### src/rtl/classical_room_reader_if.sv
// Host-side handshake bundle for classical_room_reader.
//   master : the host. It drives the provisioning and read requests and receives
//            the readies, the rd_ack pulse and the read result.
//   slave  : the reader. It receives the requests and drives the readies and the result.
// Signals:
//   prov_valid / prov_data / prov_ready : provisioning request with the value to store.
//   rd_valid / rd_ready                 : request for the single destructive read.
//   rd_ack / rd_data / rd_status        : one-cycle completion pulse with its result.
interface classical_room_reader_if;
    logic       prov_valid;
    logic [7:0] prov_data;
    logic       prov_ready;
    logic       rd_valid;
    logic       rd_ready;
    logic       rd_ack;
    logic [7:0] rd_data;
    logic [1:0] rd_status;

    modport master (
        output prov_valid, prov_data, rd_valid,
        input  prov_ready, rd_ready, rd_ack, rd_data, rd_status
    );

    modport slave (
        input  prov_valid, prov_data, rd_valid,
        output prov_ready, rd_ready, rd_ack, rd_data, rd_status
    );
endinterface

### src/rtl/classical_room_reader.sv
// Single-shot reader for a write-once "room" register.
// The host provisions a value into the room. It may then request one destructive read.
// The reader strobes the room's read, checks output_enable and pad_enable, and waits
// up to FUSE_TIMEOUT cycles for the room's fuse_blow confirmation.
// It then reports the outcome with a one-cycle rd_ack.
// Ports:
//   clk, reset     : single clock; synchronous, active-high reset.
//   host           : handshake bundle (slave side). It carries provisioning, read
//                    request and read result.
//   alarm          : sticky; a fuse_blow was seen while no confirmation was pending.
//   room_init      : init strobe to the room register.
//   room_value_in  : value to the room register.
//   room_read      : read strobe to the room register.
//   room_value_out : room value_out; valid in the same cycle.
//   room_oe        : room output_enable.
//   room_pad_en    : room pad_enable.
//   room_fuse      : room fuse_blow; arrives one cycle after a valid read.
// rd_status: 0=OK, 1=COLLAPSED, 2=NOFUSE, 3=PADFAULT.
module classical_room_reader #(
    parameter int unsigned FUSE_TIMEOUT = 4
) (
    input  logic                    clk,
    input  logic                    reset,
    classical_room_reader_if.slave  host,
    output logic                    alarm,
    output logic                    room_init,
    output logic [7:0]              room_value_in,
    output logic                    room_read,
    input  logic [7:0]              room_value_out,
    input  logic                    room_oe,
    input  logic                    room_pad_en,
    input  logic                    room_fuse
);

    typedef enum logic [2:0] {
        StIdle,
        StProvision,
        StArmed,
        StRead,
        StConfirm,
        StDone
    } state_e;

    localparam logic [1:0] StatusOk        = 2'd0;
    localparam logic [1:0] StatusCollapsed = 2'd1;
    localparam logic [1:0] StatusNoFuse    = 2'd2;
    localparam logic [1:0] StatusPadFault  = 2'd3;

    localparam logic [3:0] TimeoutCnt = 4'(FUSE_TIMEOUT);

    state_e     state_q;
    logic [7:0] capture_q;
    logic [3:0] cnt_q;
    logic [3:0] cnt_inc;
    logic       alarm_q;
    logic       room_init_q;
    logic [7:0] room_value_in_q;
    logic       room_read_q;
    logic       rd_ack_q;
    logic [7:0] rd_data_q;
    logic [1:0] rd_status_q;
    logic       accepting;

    assign cnt_inc   = cnt_q + 4'd1;
    assign accepting = (state_q == StIdle) || (state_q == StArmed);

    // Provisioning wins a tie, so the read side only reports ready when prov_valid is idle.
    assign host.prov_ready = accepting;
    assign host.rd_ready   = accepting && !host.prov_valid;
    assign host.rd_ack     = rd_ack_q;
    assign host.rd_data    = rd_data_q;
    assign host.rd_status  = rd_status_q;

    assign alarm         = alarm_q;
    assign room_init     = room_init_q;
    assign room_value_in = room_value_in_q;
    assign room_read     = room_read_q;

    always_ff @(posedge clk) begin
        if (reset) begin
            state_q         <= StIdle;
            capture_q       <= 8'h00;
            cnt_q           <= 4'd0;
            alarm_q         <= 1'b0;
            room_init_q     <= 1'b0;
            room_value_in_q <= 8'h00;
            room_read_q     <= 1'b0;
            rd_ack_q        <= 1'b0;
            rd_data_q       <= 8'h00;
            rd_status_q     <= StatusOk;
        end else begin
            // Strobes are single-cycle unless a state transition below re-asserts them.
            room_init_q <= 1'b0;
            room_read_q <= 1'b0;
            rd_ack_q    <= 1'b0;

            // A fuse is only legitimate as the confirmation of our own read.
            if (room_fuse && (state_q != StConfirm)) begin
                alarm_q <= 1'b1;
            end

            unique case (state_q)
                StIdle, StArmed: begin
                    if (host.prov_valid) begin
                        room_value_in_q <= host.prov_data;
                        room_init_q     <= 1'b1;
                        state_q         <= StProvision;
                    end else if (host.rd_valid) begin
                        room_read_q <= 1'b1;
                        state_q     <= StRead;
                    end
                end

                StProvision: begin
                    room_value_in_q <= 8'h00;
                    state_q         <= StArmed;
                end

                // room_read is high for this whole state.
                // The room's response is sampled at the closing edge.
                StRead: begin
                    if (!room_oe) begin
                        capture_q   <= 8'h00;
                        rd_status_q <= StatusCollapsed;
                        rd_data_q   <= 8'h00;
                        rd_ack_q    <= 1'b1;
                        state_q     <= StDone;
                    end else if (!room_pad_en) begin
                        capture_q   <= 8'h00;
                        rd_status_q <= StatusPadFault;
                        rd_data_q   <= 8'h00;
                        rd_ack_q    <= 1'b1;
                        state_q     <= StDone;
                    end else begin
                        capture_q <= room_value_out;
                        cnt_q     <= 4'd0;
                        state_q   <= StConfirm;
                    end
                end

                StConfirm: begin
                    if (room_fuse) begin
                        rd_status_q <= StatusOk;
                        rd_data_q   <= capture_q;
                        rd_ack_q    <= 1'b1;
                        state_q     <= StDone;
                    end else if (cnt_inc == TimeoutCnt) begin
                        capture_q   <= 8'h00;
                        rd_status_q <= StatusNoFuse;
                        rd_data_q   <= 8'h00;
                        rd_ack_q    <= 1'b1;
                        state_q     <= StDone;
                    end else begin
                        cnt_q <= cnt_inc;
                    end
                end

                // The room has been consumed, so it is never ARMED again without re-provisioning.
                StDone: begin
                    capture_q <= 8'h00;
                    rd_data_q <= 8'h00;
                    state_q   <= StIdle;
                end

                default: begin
                    state_q <= StIdle;
                end
            endcase
        end
    end

endmodule

### src/flat_wrapper.sv
// flat-port wrapper written by rule: the top's interface ports become plain ports
module classical_room_reader_flat 
#(
    parameter int unsigned FUSE_TIMEOUT = 4
)
  (clk, reset, alarm, room_init, room_value_in, room_read, room_value_out, room_oe, room_pad_en, room_fuse, host_prov_valid, host_prov_data, host_rd_valid, host_prov_ready, host_rd_ready, host_rd_ack, host_rd_data, host_rd_status);
  classical_room_reader_if host_i ();
  input  logic clk;
  input  logic reset;
  output logic alarm;
  output logic room_init;
  output logic [7:0] room_value_in;
  output logic room_read;
  input  logic [7:0] room_value_out;
  input  logic room_oe;
  input  logic room_pad_en;
  input  logic room_fuse;
  input wire logic [$bits(host_i.prov_valid)-1:0] host_prov_valid;
  input wire logic [$bits(host_i.prov_data)-1:0] host_prov_data;
  input wire logic [$bits(host_i.rd_valid)-1:0] host_rd_valid;
  output wire logic [$bits(host_i.prov_ready)-1:0] host_prov_ready;
  output wire logic [$bits(host_i.rd_ready)-1:0] host_rd_ready;
  output wire logic [$bits(host_i.rd_ack)-1:0] host_rd_ack;
  output wire logic [$bits(host_i.rd_data)-1:0] host_rd_data;
  output wire logic [$bits(host_i.rd_status)-1:0] host_rd_status;
  assign host_i.prov_valid = host_prov_valid;
  assign host_i.prov_data = host_prov_data;
  assign host_i.rd_valid = host_rd_valid;
  assign host_prov_ready = host_i.prov_ready;
  assign host_rd_ready = host_i.rd_ready;
  assign host_rd_ack = host_i.rd_ack;
  assign host_rd_data = host_i.rd_data;
  assign host_rd_status = host_i.rd_status;
  classical_room_reader #(.FUSE_TIMEOUT(FUSE_TIMEOUT)) u_core (.clk(clk), .reset(reset), .host(host_i), .alarm(alarm), .room_init(room_init), .room_value_in(room_value_in), .room_read(room_read), .room_value_out(room_value_out), .room_oe(room_oe), .room_pad_en(room_pad_en), .room_fuse(room_fuse));
endmodule
### config.mk
export PLATFORM = sky130hd
export DESIGN_NAME = classical_room_reader_flat
export DESIGN_NICKNAME = d
export VERILOG_FILES = /design/src/rtl/classical_room_reader_if.sv /design/src/rtl/classical_room_reader.sv /design/src/flat_wrapper.sv
export SDC_FILE = /design/constraint.sdc
export NUM_CORES = 1
export LEC_CHECK = 0
export CAP_MARGIN = 20
export CORE_ASPECT_RATIO = 0.75
export CORE_MARGIN = 4
export CORE_UTILIZATION = 51
export CTS_CLUSTER_DIAMETER = 100
export DETAILED_ROUTE_END_ITERATION = 7
export PLACE_DENSITY = 0.9
export SYNTH_ARGS = -nofsm -noshare
export SYNTH_HDL_FRONTEND = slang
export SYNTH_SLANG_ARGS = --single-unit
### constraint.sdc
create_clock -name clk -period 3.8 [get_ports clk]
set_input_delay 0.57 -clock clk [delete_from_list [all_inputs] [get_ports clk]]
set_output_delay 0.57 -clock clk [all_outputs]
set_load 0.05 [all_outputs]
==> metrics.txt, run 1 <==
total CTS buffers=5; average size of a mapped cell=9.01 um2; outcome=finished, final reports clean; hold path cells=1; P_leak=0.000814 uW; DP Worst Slack=1.02 ns; switching power=261 uW; sequential fraction of design power=43.1%; post-synthesis xor/xnor area fraction=0%; Critical Path Source=host_prov_valid; Slew HR=40.5%; Die H=58.7 um; global-route wire length before repair=7360 um; RSZ-0062 raised after global routing=false; dominant cell type by area after synthesis=dfxtp_1; Sw Share=26.1%; via-per-instance ratio=6.13; post-synthesis cell area=1750 um2; Seq/Total Area, Yosys=42.4%; Setup Total Neg Slack=0 ns; HP Class=register to register; Avg WL per Cell=16.0 um; Cell Count, Final, Fillers Out=276; layout cells sized above 1=5.93%; nets@finish=260; placed cell count=268; GPL Wtd Cong=0.807; Clock power frac=40.1%; CP dominant cell by count=clkdlybuf4s50_1; die area=4440 um2; Comb power frac=16.8%; Hold WS=0.478 ns; Diodes inserted=0; startpoint types=input port; worst-path cell chain=clkdlybuf4s50_1, nor3_1, clkdlybuf4s50_1; H-tree lvl count=2; Worst setup EP type=primary output; number of synthesized flops with an enable pin=0; dpl cell area=2210 um2; cell count after synthesis=194; Fin. Hold Viols=0; CTS root buf=clkbuf_8; setup bufs post-CTS=0; Final Cell Area=2350 um2; Starting Density=53.2%; die width=75.6 um; FFs w/ async S/R, synth=0%; DRT antenna net count=0; Worst-Skew Late Latency=0.30 ns; CTS tree=yes; area share of the largest cell type after synthesis=42.4%; Critical Path AT=2.20 ns; TritonCTS Sinks=37; Power Density=426 nW/um2; Post-Synth Simple-Gate Area=26.0%; final setup fails=0; FP Rows=18; largest fanout on the critical path=7; vias in the first global route=1,617; Synth area leaders=dfxtp_1 (42%), a32oi_1 (8.0%), nand2b_1 (5.4%); Critical R2R Capture=u_core.host.rd_data[7]; flops & latches, synth=37; gr ovfl total=0; # port buffers=46; Max-Cap Viols=0; Critical Path Sink=host_rd_ready; Pre-antenna DRT Iters=4; final WL=4410 um; R2R setup slack=1.74 ns; clk buf depth=2; Tightest Pin Transition=0.891 ns; DRT iter0 DRCs=138; Yosys warnings=0; HPWL Detailed=3040 um; routed vias=1,691; maximum number of pins on one net before global-route repair=33; internal power=740 uW; slowest CP cell=clkdlybuf4s50_1; critical path required time=3.23 ns; f_max=0.361 GHz; RR Startpoint=u_core.state_q[0]; Layout area overhead=34.4%; setup ws final=1.03 ns; Register-to-Register Path Depth=4; Synth Flop Type=dfxtp_1; Netlist cell types=35; cts hold-fix bufs=0; Adder-Cell Fraction of Synth Area=1.43%; Ports=47; # resized after CTS=0; Max Slew Vio Count=0; Final period util=73.0%; compound-cell area share of the yosys netlist=25.8%; fraction of synthesized area in multiplexers=0%; Total GRT Usage=21.9%; Max Clock Skew=0.00536 ns; minimum clock period=2.77 ns; WS Path Type=input port to primary output; antenna violations before repair=0; post-synth net total=219; Core ar.=3290 um2; Max VDD drop=0.310 mV; Post-route DRC=0; clock-pin slew on the worst setup and hold paths=0.07 ns; largest family of logic cells by synthesized area=simple AND/OR/NAND/NOR gates; slowest stage delay, CP=0.86 ns
[cell type report]
cell class | instances | area [um2]
clock inverters | 3 | 65.1
flip-flops and latches | 37 | 741
inverters | 3 | 11.3
clock buffers | 5 | 68.8
well taps | 40 | 50.0
multi-input cells | 139 | 930
repair buffers | 49 | 483
fillers | 259 | 940
[registers in the layout, summed over array words and instances (netlist names)]
register / cells
u_core.room_value_in: 8
u_core.room_read: 1
u_core.capture_q: 8
u_core.cnt_q: 4
u_core.host.rd_status: 2
u_core.host.rd_data: 8
u_core.host.rd_ack: 1
u_core.state_q: 3
u_core.alarm: 1
u_core.room_init: 1
[worst max-delay path: cells and delay by family]
kind	cells	cell delay, ns
buffers and inverters	2	1.36
and+or+nand+nor	1	0.26
[layer usage]
layer  vias to the layer above  GRT usage [%]  routed length (um)
li1                        827              -                   -
met4                         0           11.5                  87
met1                       777           29.6                1990
met5                         -              0                   0
met2                        75           31.7                1960
met3                        12           5.97                 378
[cell usage in the layout, fill, tap and decap left out]
cell,n
a2111o_1,1
a211o_1,1
a21bo_2,1
a21boi_0,1
a21o_1,1
a21oi_1,15
a221oi_1,1
a22o_1,7
a31oi_1,2
a32oi_1,16
a41o_2,1
a41oi_1,1
and2_1,1
and3b_1,2
and4bb_1,1
buf_4,3
bufinv_16,2
clkbuf_8,5
clkdlybuf4s50_1,46
clkinv_2,1
dfxtp_1,37
ha_1,2
inv_1,3
nand2_1,3
nand2b_1,15
nand3_1,5
nand3b_1,11
nand4_1,1
nand4b_1,2
nor2_1,14
nor2b_1,2
nor3_1,5
nor4b_2,1
o211ai_1,3
o21ai_0,13
or3b_1,1
or4_1,9
[worst min path at each step]
stage	endpoint	start
after detailed placement	u_core.room_value_in[1]	u_core.room_value_in[1]
after global placement	u_core.room_value_in[1]	u_core.room_value_in[1]
final	u_core.room_value_in[1]	u_core.room_value_in[1]
after floorplan	u_core.capture_q[1]	u_core.capture_q[1]
after CTS	u_core.room_value_in[1]	u_core.room_value_in[1]
after global routing	u_core.room_value_in[1]	u_core.room_value_in[1]
[kinds of logic after synthesis]
group	count (synthesis)
compound gates	64
fa+ha+maj	2
simple gates	73
buf+inv	18
flops	37
[power by group through the flow]
| stage | Combinational (uW) | Sequential [uW] | Clock (uW) |
|---|---|---|---|
| 2_1_floorplan | 81.2 | 460 | 0 |
| 3_3_place_gp | 165 | 439 | 0 |
| 3_5_place_dp | 168 | 440 | 0 |
| 4_1_cts | 168 | 431 | 406 |
| 5_1_grt | 179 | 436 | 426 |
| 6_report | 168 | 431 | 401 |
[synthesized netlist by cell type, drive strengths merged (3+ instances only)]
library cell,n
a21oi,15
a22o,7
a32oi,16
buf,3
clkbuf,12
dfxtp,37
inv,3
nand2,3
nand2b,15
nand3,5
nand3b,11
nor2,14
nor3,5
o211ai,3
o21ai,13
or4,9
[metrics by stage]
stage	total power, uW	utilization, %
finish	1000	71.4
global route	1040	71.4
CTS	1010	71.4
detailed placement	607	67.4
global placement	604	67.4
floorplan	541	-
Note: power is estimated with default switching activity, not from simulation.
==> run 2: changes to the inputs <==
--- a/config.mk
+++ b/config.mk
@@ -8,10 +8,10 @@
 export CAP_MARGIN = 20
 export CORE_ASPECT_RATIO = 0.75
 export CORE_MARGIN = 4
-export CORE_UTILIZATION = 51
+export CORE_UTILIZATION = 48
 export CTS_CLUSTER_DIAMETER = 100
 export DETAILED_ROUTE_END_ITERATION = 7
-export PLACE_DENSITY = 0.9
+export PLACE_DENSITY = 0.85
 export SYNTH_ARGS = -nofsm -noshare
 export SYNTH_HDL_FRONTEND = slang
 export SYNTH_SLANG_ARGS = --single-unit
==> constraint.sdc (replaced) <==
create_clock -name clk -period 2.8 [get_ports clk]
set_input_delay 0.42 -clock clk [delete_from_list [all_inputs] [get_ports clk]]
set_output_delay 0.42 -clock clk [all_outputs]
set_load 0.05 [all_outputs]
==> metrics.txt, run 2 (synthesis gave the netlist of run 1 again) <==
Critical Path AT=2.02 ns (-0.18 ns); Worst-Skew Late Latency=0.30 ns (about the same); Tightest Pin Transition=1.04 ns (+0.152 ns); Layout area overhead=31.7%; Max VDD drop=0.331 mV (+7.0%); largest fanout on the critical path=7 (unchanged); Max Slew Vio Count=0 (unchanged); Hold WS=0.476 ns (-0.00275 ns); Final period util=87.1%; slowest CP cell=clkdlybuf4s50_1; die width=77.7 um (+2.8%); gr ovfl total=0 (unchanged); TritonCTS Sinks=37 (unchanged); commonest non-fill, non-tap cell in the layout=clkdlybuf4s50_1; minimum clock period=2.44 ns; startpoint types=input port; WS Path Type=input port to primary output; Worst setup EP type=primary output; CP dominant cell by count=clkdlybuf4s50_1; Diodes inserted=0 (unchanged); Layout fillers=286 (+10%); antenna violations before repair=0 (unchanged); commonest non-fill, non-tap cells in the layout=clkdlybuf4s50_1 (46), dfxtp_1 (37), a32oi_1 (16); maximum number of pins on one net before global-route repair=26 (-21%); CP bufs+invs=2 (unchanged); FP Rows=18 (unchanged); nets@finish=259 (-0.38%); HP Class=register to register; DRT iter0 DRCs=124 (-10%); Slew HR=29.9% (-11 points); RSZ-0062 raised after global routing=false; Avg WL per Cell=15.8 um (-1.2%); slowest stage delay, CP=0.85 ns (about the same); final setup fails=0 (unchanged); Die H=60.3 um (+2.7%); # port buffers=46 (unchanged); Post-route DRC=0 (unchanged); Pre-antenna DRT Iters=4 (unchanged); vias in the first global route=1,627 (+0.62%); clk buf depth=2 (unchanged); GPL Wtd Cong=0.810 (+0.36%); CTS root buf=clkbuf_8; cts hold-fix bufs=0 (unchanged); die area=4680 um2 (+5.5%); P_leak=0.000785 uW (-3.5%); outcome=finished, final reports clean; H-tree lvl count=2 (unchanged); delay-heaviest family, CP=buffers and inverters; Max Clock Skew=0.00494 ns (-0.000421 ns); # resized after CTS=0 (unchanged); clock-pin slew on the worst setup and hold paths=0.07 ns (about the same); layout cells sized above 1=5.11% (-0.83 points); worst-path cell chain=clkdlybuf4s50_1, nor3_1, clkdlybuf4s50_1; final WL=4500 um (+2.0%); Power Density=510 nW/um2 (+20%); f_max=0.410 GHz; Max-Cap Viols=0 (unchanged); Core ar.=3400 um2 (+3.4%); routed vias=1,674 (-1.0%); total CTS buffers=5 (unchanged); Setup Total Neg Slack=0 ns (unchanged); CTS tree=yes; global-route wire length before repair=7510 um (+2.1%); via-per-instance ratio=5.87 (-4.1%); Total GRT Usage=20.4% (-1.5 points); HPWL Detailed=3080 um (+1.1%); Starting Density=51.4% (-1.8 points); setup bufs post-CTS=0 (unchanged); Ports=47 (unchanged); DRT antenna net count=0 (unchanged); Fin. Hold Viols=0 (unchanged); critical path required time=2.38 ns (-0.85 ns)
-- run 2: cell type report --
class	instances	area (um2)	share of cell area, %
repair buffers	48	475	20.7
clock inverters	2	10.0	0.435
inverters	3	11.3	0.489
well taps	50	62.6	2.72
clock buffers	6	72.6	3.15
multi-input cells	139	930	40.4
flip-flops and latches	37	741	32.2
-- run 2: power by group --
part | leakage [uW] | switching [uW] | internal [uW] | total (uW)
Combinational | 0.000440 | 138 | 99.6 | 238
Clock | 0.0000450 | 185 | 172 | 358
Sequential | 0.000301 | 27.5 | 551 | 578
-- run 2: path summary, 6_finish.rpt --
path,end,depth (start not counted),slack (ns),start
worst max-delay path,host_rd_ready,3,0.36,host_prov_valid
worst min register to register,u_core.room_value_in[5],1,0.48,u_core.room_value_in[5]
worst min-delay path,u_core.room_value_in[5],1,0.48,u_core.room_value_in[5]
worst max register to register,u_core.host.rd_data[4],5,0.75,u_core.state_q[0]
-- run 2: worst reg2reg max path, stage by stage, from the launching register on --
cell     delay [ns]
dfxtp_1        0.45
buf_4          0.26
or3b_1         0.50
nor2_1         0.48
a32oi_1        0.12
a21oi_1        0.19
-- run 2: per-layer routing --
metal	GRT usage [%]	vias up	part of all wire, %
li1	-	823	-
met1	26.6	794	48
met2	31.5	51	45
met3	5.27	6	6.0
met4	9.90	0	0.84
met5	0	-	0
-- run 2: metrics by stage --
stage	instances	cell area [um2]	power, uW	worst slack [ns]	util (%)
final	285	2300	1170	0.360	67.7
after global routing	285	2300	1220	0.241	67.7
after CTS	285	2300	1180	0.366	67.7
after detailed placement	277	2220	826	0.373	65.3
after global placement	277	2220	822	0.430	65.3
after floorplan	194	1750	735	0.735	-
